<file path="src/rtl/main_controller_if.sv">
// Decoded instruction fields plus the control strobes between the main FSM and the datapath.
// The lib_cpu types are kept here so the interface and the controller share one definition.
package lib_cpu;

  typedef enum logic [2:0] {
    OP_LW      = 3'd0,
    OP_SW      = 3'd1,
    OP_RTYPE   = 3'd2,
    OP_BEQ     = 3'd3,
    OP_ADDI    = 3'd4,
    OP_J       = 3'd5,
    INVALID_OP = 3'd7
  } OPECODE;

  typedef enum logic [2:0] {
    FU_ADD     = 3'd0,
    FU_SUB     = 3'd1,
    FU_AND     = 3'd2,
    FU_OR      = 3'd3,
    FU_SLT     = 3'd4,
    INVALID_FU = 3'd7
  } FUNCT;

endpackage

interface main_controller_if #(
  parameter int RETIRE_W = 32
);
  import lib_cpu::*;

  OPECODE              op;
  FUNCT                funct;
  logic                zero;
  logic                mem_ready;
  logic                mem_req;
  logic                iord;
  logic                mem_write;
  logic                ir_write;
  logic                reg_dst;
  logic                mem_to_reg;
  logic                reg_write;
  logic                alu_src_a;
  logic [1:0]          alu_src_b;
  logic [2:0]          alu_control;
  logic [1:0]          pc_src;
  logic                pc_en;
  logic                halted;
  logic [RETIRE_W-1:0] retired;

  modport master (
    input  op, funct, zero, mem_ready,
    output mem_req, iord, mem_write, ir_write, reg_dst, mem_to_reg, reg_write,
           alu_src_a, alu_src_b, alu_control, pc_src, pc_en, halted, retired
  );

  modport slave (
    output op, funct, zero, mem_ready,
    input  mem_req, iord, mem_write, ir_write, reg_dst, mem_to_reg, reg_write,
           alu_src_a, alu_src_b, alu_control, pc_src, pc_en, halted, retired
  );

endinterface

</file>
<file path="src/rtl/main_controller.sv">
// Multicycle main control FSM for the MIPS-subset CPU: Moore-style strobes for a shared
// PC/IR/regfile/ALU/memory datapath, memory-handshake stalls, invalid-encoding trap, retire counter.
module main_controller
  import lib_cpu::*;
#(
  parameter bit TRAP_ON_INVALID = 1'b1,
  parameter int RETIRE_W        = 32
) (
  input  logic               clk,
  input  logic               rst_n,
  main_controller_if.master  bus
);

  typedef enum logic [3:0] {
    FETCH, DECODE, MEMADR, MEMRD, MEMWR, MEMWB, EXECUTE, ALUWB,
    BRANCH, ADDIEXEC, ADDIWB, JUMP, BAD, HALT
  } state_t;

  localparam logic [2:0] ALU_AND = 3'b000;
  localparam logic [2:0] ALU_OR  = 3'b001;
  localparam logic [2:0] ALU_ADD = 3'b010;
  localparam logic [2:0] ALU_SUB = 3'b110;
  localparam logic [2:0] ALU_SLT = 3'b111;

  state_t              state_reg, state_next;
  logic [RETIRE_W-1:0] retired_reg;
  logic [2:0]          alu_hold_reg;
  logic                retire;
  logic [2:0]          funct_alu;
  logic                funct_ok;

  always_comb begin
    funct_alu = ALU_AND;
    funct_ok  = 1'b1;
    case (bus.funct)
      FU_ADD:  funct_alu = ALU_ADD;
      FU_SUB:  funct_alu = ALU_SUB;
      FU_AND:  funct_alu = ALU_AND;
      FU_OR:   funct_alu = ALU_OR;
      FU_SLT:  funct_alu = ALU_SLT;
      default: funct_ok  = 1'b0;
    endcase
  end

  always_ff @(posedge clk or negedge rst_n) begin
    if (!rst_n) begin
      state_reg    <= FETCH;
      retired_reg  <= '0;
      alu_hold_reg <= ALU_AND;
    end else begin
      state_reg <= state_next;
      if (retire) begin
        retired_reg <= retired_reg + RETIRE_W'(1);
      end
      // ALUWB keeps driving the operation chosen in EXECUTE
      if (state_reg == EXECUTE) begin
        alu_hold_reg <= funct_alu;
      end
    end
  end

  always_comb begin
    state_next = state_reg;
    retire     = 1'b0;
    case (state_reg)
      FETCH: begin
        if (bus.mem_ready) state_next = DECODE;
      end
      DECODE: begin
        case (bus.op)
          OP_LW, OP_SW: state_next = MEMADR;
          OP_RTYPE:     state_next = EXECUTE;
          OP_BEQ:       state_next = BRANCH;
          OP_ADDI:      state_next = ADDIEXEC;
          OP_J:         state_next = JUMP;
          default:      state_next = BAD;
        endcase
      end
      MEMADR: begin
        state_next = (bus.op == OP_LW) ? MEMRD : MEMWR;
      end
      MEMRD: begin
        if (bus.mem_ready) state_next = MEMWB;
      end
      MEMWR: begin
        if (bus.mem_ready) begin
          state_next = FETCH;
          retire     = 1'b1;
        end
      end
      EXECUTE: begin
        state_next = funct_ok ? ALUWB : BAD;
      end
      ADDIEXEC: begin
        state_next = ADDIWB;
      end
      MEMWB, ALUWB, BRANCH, ADDIWB, JUMP: begin
        state_next = FETCH;
        retire     = 1'b1;
      end
      BAD: begin
        if (TRAP_ON_INVALID) begin
          state_next = HALT;
        end else begin
          state_next = FETCH;
          retire     = 1'b1;
        end
      end
      HALT: begin
        state_next = HALT;
      end
      default: begin
        state_next = FETCH;
      end
    endcase
  end

  // Strobes stay low while rst_n is held so nothing reaches the datapath before release
  always_comb begin
    bus.mem_req     = 1'b0;
    bus.iord        = 1'b0;
    bus.mem_write   = 1'b0;
    bus.ir_write    = 1'b0;
    bus.reg_dst     = 1'b0;
    bus.mem_to_reg  = 1'b0;
    bus.reg_write   = 1'b0;
    bus.alu_src_a   = 1'b0;
    bus.alu_src_b   = 2'b00;
    bus.alu_control = ALU_AND;
    bus.pc_src      = 2'b00;
    bus.pc_en       = 1'b0;
    bus.halted      = 1'b0;
    if (rst_n) begin
      case (state_reg)
        FETCH: begin
          bus.mem_req     = 1'b1;
          bus.alu_src_b   = 2'b01;
          bus.alu_control = ALU_ADD;
          bus.ir_write    = bus.mem_ready;
          bus.pc_en       = bus.mem_ready;
        end
        DECODE: begin
          bus.alu_src_b   = 2'b11;
          bus.alu_control = ALU_ADD;
        end
        MEMADR, ADDIEXEC: begin
          bus.alu_src_a   = 1'b1;
          bus.alu_src_b   = 2'b10;
          bus.alu_control = ALU_ADD;
        end
        MEMRD: begin
          bus.mem_req = 1'b1;
          bus.iord    = 1'b1;
        end
        MEMWR: begin
          bus.mem_req   = 1'b1;
          bus.iord      = 1'b1;
          bus.mem_write = 1'b1;
        end
        MEMWB: begin
          bus.mem_to_reg = 1'b1;
          bus.reg_write  = 1'b1;
        end
        EXECUTE: begin
          bus.alu_src_a   = 1'b1;
          bus.alu_control = funct_alu;
        end
        ALUWB: begin
          bus.reg_dst     = 1'b1;
          bus.reg_write   = 1'b1;
          bus.alu_control = alu_hold_reg;
        end
        BRANCH: begin
          bus.alu_src_a   = 1'b1;
          bus.alu_control = ALU_SUB;
          bus.pc_src      = 2'b01;
          bus.pc_en       = bus.zero;
        end
        ADDIWB: begin
          bus.reg_write = 1'b1;
        end
        JUMP: begin
          bus.pc_src = 2'b10;
          bus.pc_en  = 1'b1;
        end
        HALT: begin
          bus.halted = 1'b1;
        end
        default: begin
          bus.halted = 1'b0;
        end
      endcase
    end
  end

  assign bus.retired = retired_reg;

endmodule

</file>
<file path="src/flat_wrapper.sv">
// flat-port wrapper written by rule: the top's interface ports become plain ports
module main_controller_flat import lib_cpu::*;
#(
  parameter bit TRAP_ON_INVALID = 1'b1,
  parameter int RETIRE_W        = 32
)
  (clk, rst_n, bus_op, bus_funct, bus_zero, bus_mem_ready, bus_mem_req, bus_iord, bus_mem_write, bus_ir_write, bus_reg_dst, bus_mem_to_reg, bus_reg_write, bus_alu_src_a, bus_alu_src_b, bus_alu_control, bus_pc_src, bus_pc_en, bus_halted, bus_retired);
  main_controller_if #(.RETIRE_W(RETIRE_W)) bus_i ();
  input  logic clk;
  input  logic rst_n;
  input wire logic [$bits(bus_i.op)-1:0] bus_op;
  input wire logic [$bits(bus_i.funct)-1:0] bus_funct;
  input wire logic [$bits(bus_i.zero)-1:0] bus_zero;
  input wire logic [$bits(bus_i.mem_ready)-1:0] bus_mem_ready;
  output wire logic [$bits(bus_i.mem_req)-1:0] bus_mem_req;
  output wire logic [$bits(bus_i.iord)-1:0] bus_iord;
  output wire logic [$bits(bus_i.mem_write)-1:0] bus_mem_write;
  output wire logic [$bits(bus_i.ir_write)-1:0] bus_ir_write;
  output wire logic [$bits(bus_i.reg_dst)-1:0] bus_reg_dst;
  output wire logic [$bits(bus_i.mem_to_reg)-1:0] bus_mem_to_reg;
  output wire logic [$bits(bus_i.reg_write)-1:0] bus_reg_write;
  output wire logic [$bits(bus_i.alu_src_a)-1:0] bus_alu_src_a;
  output wire logic [$bits(bus_i.alu_src_b)-1:0] bus_alu_src_b;
  output wire logic [$bits(bus_i.alu_control)-1:0] bus_alu_control;
  output wire logic [$bits(bus_i.pc_src)-1:0] bus_pc_src;
  output wire logic [$bits(bus_i.pc_en)-1:0] bus_pc_en;
  output wire logic [$bits(bus_i.halted)-1:0] bus_halted;
  output wire logic [$bits(bus_i.retired)-1:0] bus_retired;
  assign bus_i.op = bus_op;
  assign bus_i.funct = bus_funct;
  assign bus_i.zero = bus_zero;
  assign bus_i.mem_ready = bus_mem_ready;
  assign bus_mem_req = bus_i.mem_req;
  assign bus_iord = bus_i.iord;
  assign bus_mem_write = bus_i.mem_write;
  assign bus_ir_write = bus_i.ir_write;
  assign bus_reg_dst = bus_i.reg_dst;
  assign bus_mem_to_reg = bus_i.mem_to_reg;
  assign bus_reg_write = bus_i.reg_write;
  assign bus_alu_src_a = bus_i.alu_src_a;
  assign bus_alu_src_b = bus_i.alu_src_b;
  assign bus_alu_control = bus_i.alu_control;
  assign bus_pc_src = bus_i.pc_src;
  assign bus_pc_en = bus_i.pc_en;
  assign bus_halted = bus_i.halted;
  assign bus_retired = bus_i.retired;
  main_controller #(.TRAP_ON_INVALID(TRAP_ON_INVALID), .RETIRE_W(RETIRE_W)) u_core (.clk(clk), .rst_n(rst_n), .bus(bus_i));
endmodule
</file>
<file path="config.mk">
export PLATFORM = sky130hd
export DESIGN_NAME = main_controller_flat
export DESIGN_NICKNAME = d
export VERILOG_FILES = /design/src/rtl/main_controller_if.sv /design/src/rtl/main_controller.sv /design/src/flat_wrapper.sv
export SDC_FILE = /design/constraint.sdc
export NUM_CORES = 1
export LEC_CHECK = 0
export ABC_AREA = 1
export BUFFER_PORTS_ARGS = -buffer_cell sky130_fd_sc_hd__buf_2
export CORE_MARGIN = 2
export CORE_UTILIZATION = 30
export CTS_CLUSTER_DIAMETER = 40
export DETAILED_ROUTE_END_ITERATION = 7
export PLACE_DENSITY = 0.47
export SLEW_MARGIN = 40
export SYNTH_ARGS = -nofsm -noshare
export SYNTH_HDL_FRONTEND = slang
export SYNTH_SLANG_ARGS = --single-unit
</file>
<file path="constraint.sdc">
create_clock -name clk -period 4.45 [get_ports clk]
set_input_delay 0.2225 -clock clk [delete_from_list [all_inputs] [get_ports clk]]
set_output_delay 0.2225 -clock clk [all_outputs]
set_load 0.05 [all_outputs]
</file>
# --- Word-level counts from Yosys, hierarchy flattened ---
# Index checks and enable logic that the tools add are counted.
word_totals:
  wordCells: 80
  out_inout_bits: 49
  in_bits: 10
  regBits: 39
classes:
  mux: 37
  addsub: 1
  eq_ne: 25
  n_reduce_logical: 14
ops:
  columns: ["cell", "n"]
  rows:
  - ["$add 32x1->32 const B", 1]
  - ["$pmux 4 s8", 1]
  - ["$eq 4x4->1 const B", 6]
  - ["$pmux 3 s4", 2]
  - ["$mux 1", 21]
  - ["$pmux 4 s5", 1]
  - ["$eq 4x3->1 const B", 4]
  - ["$mux 4", 4]
  - ["$eq 3x2->1 const B", 4]
  - ["$reduce_or 5->1", 2]
  - ["$eq 3x3->1 const B", 3]
  - ["$eq 4x2->1 const B", 2]
  - ["$reduce_or 2->1", 4]
  - ["$reduce_or 4->1", 2]
  - ["$eq 3x1->1 const B", 2]
  - ["$logic_not 3->1", 2]
  - ["$mux 3", 2]
  - ["$ne 2x2->1 const B", 3]
  - ["$pmux 2 s3", 1]
  - ["$reduce_or 3->1", 2]
  - ["$eq 4x1->1 const B", 1]
  - ["$logic_not 4->1", 1]
  - ["$mux 2", 2]
  - ["$pmux 2 s2", 1]
  - ["other kinds (3)", 3]

# --- Logic depth before layout (Yosys ltp) ---
logic_depth:
  word_depth: 5
  mapped_depth: 10
  depth_no_buf: 10

# --- Worst setup path before layout ---
# OpenSTA, ideal clock, no wires.
synth_path:
  path_kind: "reg2out"
  start: "register u_core.state_reg[3]"
  end: "output bus_alu_control[0]"
  stages_incl_launch_ff: 6
  path_slack_ps: 2210
  arrival_time_ps: 2017
  path_buffers: 0
  t_required_ps: 4228
  path_cell_list: "dfrtp_1 nor2_1 nand2_1 nor2_1 nand2_1 o21ai_0"
synth_between:
  elab_chain_cells: 4
  word_cells_on_any_way: 10
  cone_classes: "eq/ne: 6; mux: 2; reduce/logical: 2"
synth_lines:
  columns: ["item", "line", "text"]
  rows:
  - ["start, declared", "main_controller.sv:25", "state_t state_reg, state_next;"]
  - ["start signal, assigned", "main_controller.sv:51", "state_reg <= state_next;"]
  - ["$eq 4x1->1, or another cell as far along", "main_controller.sv:134", "case (state_reg)"]
  - ["$reduce_or 4->1 (no line)", null, null]
  - ["$pmux 3 s4 (*)", "main_controller.sv:134", null]
  - ["$mux 3 (*)", "main_controller.sv:133", "if (rst_n) begin"]
  - ["end, declared", "flat_wrapper.sv:24", "output wire logic [$bits(bus_i.alu_control)-1:0] bus_alu_control;"]
# Mark *: on every way between the ends. The rest lies on a longest branch, timed or not.

# --- Final worst setup path ---
layout_path:
  start: "input rst_n"
  end: "output bus_halted"
layout_between:
  elab_chain_cells: 1
layout_lines:
  columns: ["item", "line", "text"]
  rows:
  - ["start, declared", "flat_wrapper.sv:10", "input logic rst_n;"]
  - ["$mux 1", "main_controller.sv:133", null]
  - ["end, declared", "flat_wrapper.sv:27", "output wire logic [$bits(bus_i.halted)-1:0] bus_halted;"]
# No other way between the ends.

==> flow_summary.rst <==
.. list-table::
   :header-rows: 1

   * - Metric
     - Value
   * - Result of the run
     - finished clean
   * - Layout area overhead
     - 18.4%
   * - Kind of capture point of the worst setup path
     - output pin
   * - Top Ports
     - slightly below 60
   * - Critical path required time
     - ~4.2 ns
   * - Count of endpoints failing hold in the final timing report
     - 0
   * - Total Negative Setup Slacks
     - 0 ns
   * - Net count of the mapped netlist
     - approximately 460
   * - Destination of the worst register-to-register timing path
     - u_core.bus.retired[5]
   * - Post-route fraction of the period consumed by the critical path
     - 0.547
   * - # clock sinks
     - 39
   * - Cell count after synthesis
     - 450
   * - Clock Path Buffers
     - 2
   * - Final estimated routing congestion in global placement
     - 0.830
   * - Fin util
     - 0.370
   * - Synthesized area divided by synthesized cell count
     - roughly 6.1 um^2
   * - Die X-Extent
     - 99.8 um
   * - Detailed-routed wire length on met2
     - 3740 um
   * - Total routing usage reported by global routing
     - 0.160
   * - Met1 Wirelength
     - approximately 3300 um
   * - Count of maximum capacitance violations
     - 0
   * - Clock insertion delay at the later pin of the skew report
     - 0.30 ns
   * - Residual DRC
     - 0
   * - Routed length on met3
     - a little under 300 um
   * - Flip-flop count of the largest register, all copies and words added
     - 32
   * - Number of nets with antenna violations after routing
     - 0
   * - Port bufs
     - 58
   * - Number of vias per cell
     - 4.62
   * - Clock Skews
     - roughly 0.0089 ns
   * - Std-Cell Rows
     - 34
   * - CP arrival
     - about 2.2 ns
   * - Top fanout value on the critical path
     - 25
   * - CTS Root Buffer Type
     - sky130_fd_sc_hd__clkbuf_8
   * - CTS Buf Count
     - 5
   * - CTS tree
     - done
   * - Power Dens Cells
     - approximately 430 mW/mm^2
   * - Via count
     - around 2900
   * - End of the critical path
     - bus_halted
   * - Average wire length per cell after detail routing
     - ~12 um
   * - Largest net degree at the start of global routing
     - 45
   * - Number of enable-type register cells in the synthesized netlist
     - 0
   * - # fillers
     - between 900 and 1000
   * - Setup repair after global routing missed its margin
     - no
   * - Cell leakage power
     - about 1.7 nW
   * - Core box area
     - about 0.0088 mm^2
   * - Net total in the final layout
     - approximately 520
   * - Maximum achievable frequency
     - 411 MHz
   * - CTS clock-pin slew for the worst setup and hold paths
     - roughly 0.070 ns
   * - Startpoint-to-endpoint class of the critical path
     - input pin to output pin
   * - Type of the most critical hold path
     - input pin to register
   * - Via count of the first global-routing pass
     - 2814
   * - Remaining global-route overflow
     - 0
   * - Maximum level of the CTS H-tree
     - 2
   * - Post-synthesis instance area
     - 0.00275 mm^2
   * - Number of failing setup endpoints in the final timing report
     - 0
   * - Fraction of layout cells with a size suffix above 1
     - 0.160
   * - Proportion of synthesized chip area in sequential cells
     - 0.354
   * - Count of warnings emitted by yosys
     - 0
   * - CTS Hold Bufs
     - 1
   * - Die H
     - 99.8 um
   * - Top layer in use
     - met4
   * - Primary FF master, synth
     - sky130_fd_sc_hd__dfrtp_1
   * - Global-route wire length before repair
     - 12900 um
   * - HPWL after DPL
     - ~6100 um
   * - Number of gates resized after CTS
     - 0
   * - Reg-to-reg startpoint
     - u_core.state_reg[1]
   * - Minimum setup slack among reg-to-reg paths
     - ~2.5 ns
   * - Post-CTS Repair Setup Buffers
     - 0
   * - Iteration-0 DRC Markers
     - between 100 and 150
   * - Element type at the critical path start
     - input pin
   * - Number of different library cells in the post-synthesis netlist
     - 27
   * - Starting Density
     - 0.313
   * - Register bit count reported by yosys
     - 39
   * - Worst-case hold slack
     - between 0.15 and 0.2 ns
   * - VDD IR-drop max
     - between 0.0002 and 0.0003 V
   * - Min cycle time layout
     - between 2 and 2.5 ns
   * - First drt pass iteration count
     - 4
   * - Worst slew margin relative to its limit
     - 0.622
   * - Depth of the most critical reg-to-reg path
     - 8
   * - Slew Limit Fails
     - 0
   * - Transition at the pin with the smallest max-transition slack
     - roughly 0.57 ns
   * - Routed Wire Length
     - 7600 um
   * - Share of synthesized registers carrying an async set or reset
     - 1.00
   * - CP Launch Point
     - rst_n
   * - Antenna violations before repair
     - 0
   * - Die Outline Area
     - around 0.010 mm^2
   * - Antenna cells
     - 0
## Yosys cell counts (2+ instances only)
cell type,count,area (um^2)
sky130_fd_sc_hd__inv_1,43,161
sky130_fd_sc_hd__o21ai_1,5,25.0
sky130_fd_sc_hd__nand4_1,6,37.5
sky130_fd_sc_hd__buf_6,2,22.5
sky130_fd_sc_hd__a31oi_1,3,18.8
sky130_fd_sc_hd__o21ai_0,5,25.0
sky130_fd_sc_hd__nor3_1,4,20.0
sky130_fd_sc_hd__xor2_1,12,105
sky130_fd_sc_hd__nor2_2,6,37.5
sky130_fd_sc_hd__nand2_1,198,743
sky130_fd_sc_hd__nand3_1,22,110
sky130_fd_sc_hd__nand2_2,2,12.5
sky130_fd_sc_hd__dfrtp_1,39,976
sky130_fd_sc_hd__buf_4,3,22.5
sky130_fd_sc_hd__inv_2,5,18.8
sky130_fd_sc_hd__nand3b_1,2,15.0
sky130_fd_sc_hd__a21oi_1,4,20.0
sky130_fd_sc_hd__nor2_1,80,300
## per-stage QoR
stage          power (mW)  std cells  instance area, um^2  setup slack (ns)
2_1_floorplan       0.986        450                 2750              2.21
3_3_place_gp         1.10        610                 3130              2.52
3_5_place_dp         1.11        610                 3130              2.48
4_1_cts              1.42        619                 3260              1.97
5_1_grt              1.50        619                 3260              1.84
6_report             1.40        619                 3260              2.01
## metal layers
metal  vias to the layer above  track usage
met4                         0       0.0653
met2                        54        0.286
li1                       1499            -
met5                         -            0
met1                      1290        0.191
met3                        18       0.0258
## logic make-up (layout without fill, tap and decap cells)
group | Yosys count | in the layout | share of synthesized area
XOR/XNOR | 13 | 13 | 0.0413
AND/OR/NAND/NOR | 322 | 322 | 0.474
flip-flops | 39 | 39 | 0.354
adder cells (fa/ha/maj) | 1 | 1 | 0.00454
AO/OA/AOI/OAI | 20 | 20 | 0.0409
buffers and inverters | 55 | 116 | 0.0850
## power breakdown
part	total, mW	switching, mW	internal [mW]
clock network	0.314	0.133	0.182
logic	0.630	0.490	0.140
registers	0.458	0.0543	0.404
total	1.40	0.677	0.726
## worst max-delay path, cell delays in order
cell and delay (ns):
sky130_fd_sc_hd__dlygate4sd3_1 0.52, sky130_fd_sc_hd__buf_2 0.47, sky130_fd_sc_hd__inv_1 0.35, sky130_fd_sc_hd__nor3_1 0.32
sky130_fd_sc_hd__buf_2 0.31
## layout make-up
type | count | area (um^2) | share of cell area
multi-input combinational | 356 | 1540 | 0.474
sequential | 39 | 976 | 0.299
timing repair buffer | 60 | 308 | 0.0944
inverter | 48 | 180 | 0.0553
tap | 108 | 135 | 0.0414
clock buffer | 6 | 82.6 | 0.0253
clock inverter | 2 | 35.0 | 0.0107
## worst min path at each step
stage	from	to	slack [ns]	depth (start not counted)
floorplan	rst_n	u_core.alu_hold_reg[0]	-0.07	0
global placement	rst_n	u_core.bus.retired[17]	0.26	1
detailed placement	rst_n	u_core.bus.retired[17]	0.25	1
CTS	bus_mem_ready	u_core.state_reg[2]	0.16	2
global route	bus_mem_ready	u_core.state_reg[2]	0.17	2
finish	bus_mem_ready	u_core.state_reg[2]	0.17	2
## layout by cell type, fill, tap and decap left out, types with 2 or more instances in the layout
master,Yosys,final
sky130_fd_sc_hd__xor2_1,12,12
sky130_fd_sc_hd__nor2_1,80,80
sky130_fd_sc_hd__o21ai_0,5,5
sky130_fd_sc_hd__buf_2,1,58
sky130_fd_sc_hd__o21ai_1,5,5
sky130_fd_sc_hd__nand2_2,2,2
sky130_fd_sc_hd__inv_1,43,43
sky130_fd_sc_hd__clkbuf_8,0,6
sky130_fd_sc_hd__a21oi_1,4,4
sky130_fd_sc_hd__inv_2,5,5
sky130_fd_sc_hd__nand3b_1,2,2
sky130_fd_sc_hd__dfrtp_1,39,39
sky130_fd_sc_hd__nand4_1,6,6
sky130_fd_sc_hd__nor2_2,6,6
sky130_fd_sc_hd__nand3_1,22,22
sky130_fd_sc_hd__a31oi_1,3,3
sky130_fd_sc_hd__nand2_1,198,198
sky130_fd_sc_hd__nor3_1,4,4
(Power assumes the default switching activity.)
